==> src/rtl/imem_loader_pkg.sv <==
// Shared types and constants for the boot-time instruction-memory loader.
// Optional checksum stage is controlled by IMEM_LOADER_CHECKSUM_EN.
package imem_loader_pkg;

    localparam int LEN_W          = 16;
    localparam int BYTES_PER_WORD = 4;

    typedef enum logic [2:0] {
        IDLE,
        LEN0,
        LEN1,
        DATA,
        CSUM,
        DONE,
        ERR
    } state_e;

    function automatic logic can_start(input state_e s);
        return (s == IDLE) || (s == DONE) || (s == ERR);
    endfunction

endpackage

==> src/rtl/imem_loader_byte_packer.sv <==
// Packs a byte stream into little-endian 32-bit words; flags the fourth byte.
// The word is presented combinationally alongside word_valid_o.
module imem_loader_byte_packer
    import imem_loader_pkg::*;
(
    input  logic        clk_i,
    input  logic        areset_i,
    input  logic        clear_i,
    input  logic        byte_valid_i,
    input  logic [7:0]  byte_i,
    output logic        word_valid_o,
    output logic [31:0] word_o
);

    logic [1:0]  lane_q;
    logic [23:0] shift_q;

    // Earlier bytes shift down so byte 0 ends up in [7:0] when byte 3 arrives.
    always_ff @(posedge clk_i) begin
        if (areset_i || clear_i) begin
            lane_q  <= 2'd0;
            shift_q <= 24'd0;
        end else if (byte_valid_i) begin
            lane_q  <= lane_q + 2'd1;
            shift_q <= {byte_i, shift_q[23:8]};
        end
    end

    assign word_valid_o = byte_valid_i && (lane_q == 2'(BYTES_PER_WORD - 1));
    assign word_o       = {byte_i, shift_q};

endmodule

==> src/rtl/imem_loader.sv <==
// Boot loader: length header, LE word packing, sequential imem writes, core hold.
// With IMEM_LOADER_CHECKSUM_EN defined, a trailing XOR checksum byte is verified.
module imem_loader
    import imem_loader_pkg::*;
#(
    parameter int ADDR_W = 8
) (
    input  logic              clk_i,
    input  logic              areset_i,
    input  logic              start_i,
    input  logic [7:0]        in_data_i,
    input  logic              in_valid_i,
    output logic              in_ready_o,
    output logic              imem_we_o,
    output logic [ADDR_W-1:0] imem_waddr_o,
    output logic [31:0]       imem_wdata_o,
    output logic              core_hold_o,
    output logic              done_o,
    output logic              error_o
);

    localparam int unsigned CAP = 32'd1 << ADDR_W;

`ifdef IMEM_LOADER_CHECKSUM_EN
    localparam state_e AFTER_DATA = CSUM;
`else
    localparam state_e AFTER_DATA = DONE;
`endif

    state_e              state_q;
    logic                in_ready_q;
    logic                imem_we_q;
    logic [ADDR_W-1:0]   imem_waddr_q;
    logic [31:0]         imem_wdata_q;
    logic                core_hold_q;
    logic                done_q;
    logic                error_q;
    logic [7:0]          len_lo_q;
    logic [LEN_W-1:0]    n_q;
    logic [ADDR_W-1:0]   cnt_q;
`ifdef IMEM_LOADER_CHECKSUM_EN
    logic [7:0]          csum_q;
`endif

    logic                accept;
    logic                data_accept;
    logic                restart;
    logic                word_valid;
    logic [31:0]         word;
    logic [LEN_W-1:0]    len_d;
    logic                last_word;

    assign accept      = in_valid_i && in_ready_q;
    assign data_accept = accept && (state_q == DATA);
    assign restart     = start_i && can_start(state_q);
    assign len_d       = {in_data_i, len_lo_q};
    assign last_word   = (LEN_W'(cnt_q) == (n_q - LEN_W'(1)));

    imem_loader_byte_packer u_packer (
        .clk_i        (clk_i),
        .areset_i     (areset_i),
        .clear_i      (restart),
        .byte_valid_i (data_accept),
        .byte_i       (in_data_i),
        .word_valid_o (word_valid),
        .word_o       (word)
    );

    always_ff @(posedge clk_i) begin
        if (areset_i) begin
            state_q      <= IDLE;
            in_ready_q   <= 1'b0;
            imem_we_q    <= 1'b0;
            imem_waddr_q <= '0;
            imem_wdata_q <= '0;
            core_hold_q  <= 1'b1;
            done_q       <= 1'b0;
            error_q      <= 1'b0;
            len_lo_q     <= '0;
            n_q          <= '0;
            cnt_q        <= '0;
`ifdef IMEM_LOADER_CHECKSUM_EN
            csum_q       <= '0;
`endif
        end else begin
            imem_we_q <= 1'b0;
            if (word_valid) begin
                imem_we_q    <= 1'b1;
                imem_waddr_q <= cnt_q;
                imem_wdata_q <= word;
                cnt_q        <= cnt_q + ADDR_W'(1);
            end
`ifdef IMEM_LOADER_CHECKSUM_EN
            if (data_accept) begin
                csum_q <= csum_q ^ in_data_i;
            end
`endif
            case (state_q)
                IDLE, DONE, ERR: begin
                    // Core is released one cycle after DONE is entered, i.e. after the final write.
                    if (state_q == DONE) begin
                        done_q      <= 1'b1;
                        core_hold_q <= 1'b0;
                    end
                    if (start_i) begin
                        state_q     <= LEN0;
                        in_ready_q  <= 1'b1;
                        done_q      <= 1'b0;
                        error_q     <= 1'b0;
                        core_hold_q <= 1'b1;
                        cnt_q       <= '0;
`ifdef IMEM_LOADER_CHECKSUM_EN
                        csum_q      <= '0;
`endif
                    end
                end
                LEN0: begin
                    if (accept) begin
                        len_lo_q <= in_data_i;
                        state_q  <= LEN1;
                    end
                end
                LEN1: begin
                    if (accept) begin
                        n_q <= len_d;
                        if (len_d == '0) begin
                            state_q    <= AFTER_DATA;
                            in_ready_q <= (AFTER_DATA == CSUM);
                        end else if (32'(len_d) > CAP) begin
                            state_q    <= ERR;
                            in_ready_q <= 1'b0;
                            error_q    <= 1'b1;
                        end else begin
                            state_q <= DATA;
                            cnt_q   <= '0;
                        end
                    end
                end
                DATA: begin
                    if (word_valid && last_word) begin
                        state_q    <= AFTER_DATA;
                        in_ready_q <= (AFTER_DATA == CSUM);
                    end
                end
`ifdef IMEM_LOADER_CHECKSUM_EN
                CSUM: begin
                    if (accept) begin
                        in_ready_q <= 1'b0;
                        if (in_data_i == csum_q) begin
                            state_q     <= DONE;
                            done_q      <= 1'b1;
                            core_hold_q <= 1'b0;
                        end else begin
                            state_q <= ERR;
                            error_q <= 1'b1;
                        end
                    end
                end
`endif
                default: begin
                    state_q    <= IDLE;
                    in_ready_q <= 1'b0;
                end
            endcase
        end
    end

    assign in_ready_o   = in_ready_q;
    assign imem_we_o    = imem_we_q;
    assign imem_waddr_o = imem_waddr_q;
    assign imem_wdata_o = imem_wdata_q;
    assign core_hold_o  = core_hold_q;
    assign done_o       = done_q;
    assign error_o      = error_q;

endmodule

==> config.mk <==
export PLATFORM = sky130hd
export DESIGN_NAME = imem_loader
export DESIGN_NICKNAME = d
export VERILOG_FILES = /design/src/rtl/imem_loader_pkg.sv /design/src/rtl/imem_loader_byte_packer.sv /design/src/rtl/imem_loader.sv
export SDC_FILE = /design/constraint.sdc
export NUM_CORES = 1
export LEC_CHECK = 0
export CORE_UTILIZATION = 50
export CTS_CLUSTER_SIZE = 28
export DETAILED_ROUTE_END_ITERATION = 10
export MAX_ROUTING_LAYER = met4
export PLACE_DENSITY = 0.74
export RECOVER_POWER = 25
export SLEW_MARGIN = 20
export SYNTH_ARGS = -nofsm -noshare
export SYNTH_HDL_FRONTEND = slang
export SYNTH_SLANG_ARGS = --single-unit
==> constraint.sdc <==
create_clock -name clk_i -period 4.2 [get_ports clk_i]
set_input_delay 0.63 -clock clk_i [delete_from_list [all_inputs] [get_ports clk_i]]
set_output_delay 0.63 -clock clk_i [all_outputs]
set_load 0.05 [all_outputs]
==> metrics.cfg <==
[layout]
drive_gt1_share_pct = 4.47
nNetsFinal = 592
post-route-util_pct = 61.9
stdcell_area_um2 = 5080
synthToLayoutAreaGrowth_pct = 19.3
layoutNonFillerInstCount = 687
diodes = 0

[critical_path]
criticalPathCategory = in2reg
cp.required_ps = 4510
cp_cell_sequence = dlygate4sd3_1, and3b_1, nand4_1, clkbuf_1, nand2_1, a21oi_1
critical_path.max_stage_delay_ps = 1280
cp-end-kind = flop
crit_arrival_ps = 3210
worst_setup_path_start_kind = input port
worst-path-max-fanout = 42
cpMaxStageDelayCell = clkbuf_1

[synthesis]
yosysWarningCount = 0
syn_inst = 537
syn-num-nets = 552
synth_xor_area_share_pct = 4.11
yosys-top-cells-count = nand2_1, dfxtp_1, a21oi_1
ys_ff_latch = 106
yosys_most_used_dff = dfxtp_1
synth_top_area_share_pct = 49.8
synth_compound_area_share_pct = 13.9
avgSynthCellArea_um2 = 7.93
yosysMostFrequentCell = nand2_1
yosys-top-cells-area = dfxtp_1, nand2_1, a21oi_1, clkbuf_1, nor2_1
synth-adder-area-share_pct = 0.881
yosysTopAreaCell = dfxtp_1
synthesis.area_um2 = 4260
synth.mux.area_fraction_pct = 2.38
synth_edf_count = 0
yosysUniqueCellTypes = 42
seq_area_frac_synth_pct = 49.8
synthArstFlopShare_pct = 0
yosys.area_share.simple_pct = 25.6
synth_top_family_by_area = simple AND/OR/NAND/NOR gates

[cts]
postCtsHoldBufs = 0
cts_setup_buffers = 0
cts_resized = 0
clock-sinks = 106
path_clk_slew_ps = 100
cts_tree = done
cts_max_path_buffers = 2
clock_latency_ps = 370
cts_buffers = 9
root_buffer = clkbuf_8
h-tree-depth = 3

[die]
rows = 33
chipHeight_um = 94.3
start_util_pct = 51.9
io_pins = 57
dieArea_um2 = 8890
coreArea_um2 = 8220
chipWidth_um = 94.3

[grt]
grt_max_degree = 71
antenna_found_initial = 0
grt_overflow_total = 0
grt_pass1_vias = 3433
gr-usage-all-layers_pct = 24.5
grt_pass1_wl_mm = 16.5

[pwr]
p_leak_nw = 1.67
power_density_nw_per_um2 = 342
vdd_ir_drop_max_mv = 0.230
total_power_mw = 1.74

[job]
drv_cap = 1

[sta]
fin_crit_ps = 2900
fin_skew_ps = 7.39
rsz0062_at_grt = no
fin_crit_sh_pct = 69.1
slew_headroom_pct = -17.9
worstMarginPinSlew_ps = 1770
slew_viol_final = 43
hold_viol = 0
fmax_mhz = 345
setup_viol_count_final = 0
fin_tns_setup_ps = 0

[placed_design]
placed_cells = 671
placed_area_um2 = 4880
hpwl_mm = 6.73
place.gp.congestion = 0.893
portBuffers = 56

[routing]
viasPerCell = 5.43
wirelength_mm = 10.0
drt_iter0_markers = 292
wl_per_cell_um = 14.6
drc = 0
dr.pass1.iters = 5
ant_nets = 0
num_vias = 3727

[min_path]
hp-class = reg2reg

[outcome]
status = finished, violations left
violations = capacitance limit, slew limit

-- state kept, by name (all words and copies together) (netlist names) --
name              flops
imem_wdata_o         32
done_o                1
state_q               3
imem_waddr_o          8
u_packer.shift_q     24
core_hold_o           1
in_ready_o            1
imem_we_o             1
u_packer.lane_q       2
len_lo_q              8
n_q                  16
error_o               1
cnt_q                 8
-- path summary, 6_finish.rpt --
check	start	endpoint	slack, ps	cells past startpoint
worst max-delay path	in_valid_i	imem_wdata_o[25]	1300	6
worst min-delay path	imem_waddr_o[5]	imem_waddr_o[5]	460	2
worst min register to register	imem_waddr_o[5]	imem_waddr_o[5]	460	2
worst max register to register	n_q[0]	state_q[1]	1460	9
-- cells by family (layout without fill, tap and decap cells) --
kind of cell	count (synthesis)	count (layout)
xor+xnor	20	20
simple gates	254	254
fa+ha+maj	3	3
compound gates	106	106
mux	10	10
flops	106	106
buf+inv	38	83
-- layout by cell type, fill, tap and decap left out, drive strengths merged, types with 2 or more instances in the layout --
cell type      count
clkbuf            12
mux2i              9
nor3b              4
a21oi             87
inv                6
clkdlybuf4s50     54
a21o               2
nor4               7
and3               2
nand3             10
nor3              12
clkinv             3
nand4              3
a2111oi            2
xnor2             10
nand2b             2
o21ai              6
buf                5
ha                 3
or3                3
and4               2
nand2            173
nor2              26
dfxtp            106
nor2b              2
or4                4
xor2              10
-- critical path: cells and delay by family --
family,cells,cell delay [ps]
and+or+nand+nor,3,490
AOI/OAI and AO/OA,1,200
buffers and inverters,2,1860
-- report_power, final --
group          switching [mW]  total (mW)  internal [mW]  leakage, nW
Sequential            0.00640        1.01           1.01        0.854
Clock                   0.356       0.655          0.299        0.105
Combinational          0.0458      0.0695         0.0238        0.711
Total                   0.408        1.74           1.33         1.67
-- through the flow --
stage	hold slack, ps	setup WS (ps)
5_1_grt	482	978
3_5_place_dp	446	1490
4_1_cts	460	1510
2_1_floorplan	432	1890
3_3_place_gp	444	1560
6_report	458	1300
-- final cells by class --
class	count	area, um2
Clock buffer	10	138
Clock inverter	6	75.1
Fill cell	739	3130
Inverter	5	18.8
Multi-Input combinational cell	393	2010
Sequential cell	106	2120
Tap cell	105	131
Timing Repair Buffer	62	593
-- metal layers --
metal / vias to the layer above / part of all wire [%] / global-route usage, %
met5: - / 0 / -
met4: 0 / 3.0 / 13.2
met3: 30 / 5.3 / 3.24
met2: 125 / 45 / 37.1
met1: 1698 / 47 / 31.8
li1: 1874 / - / -
Power figures use the tool's default switching activity.
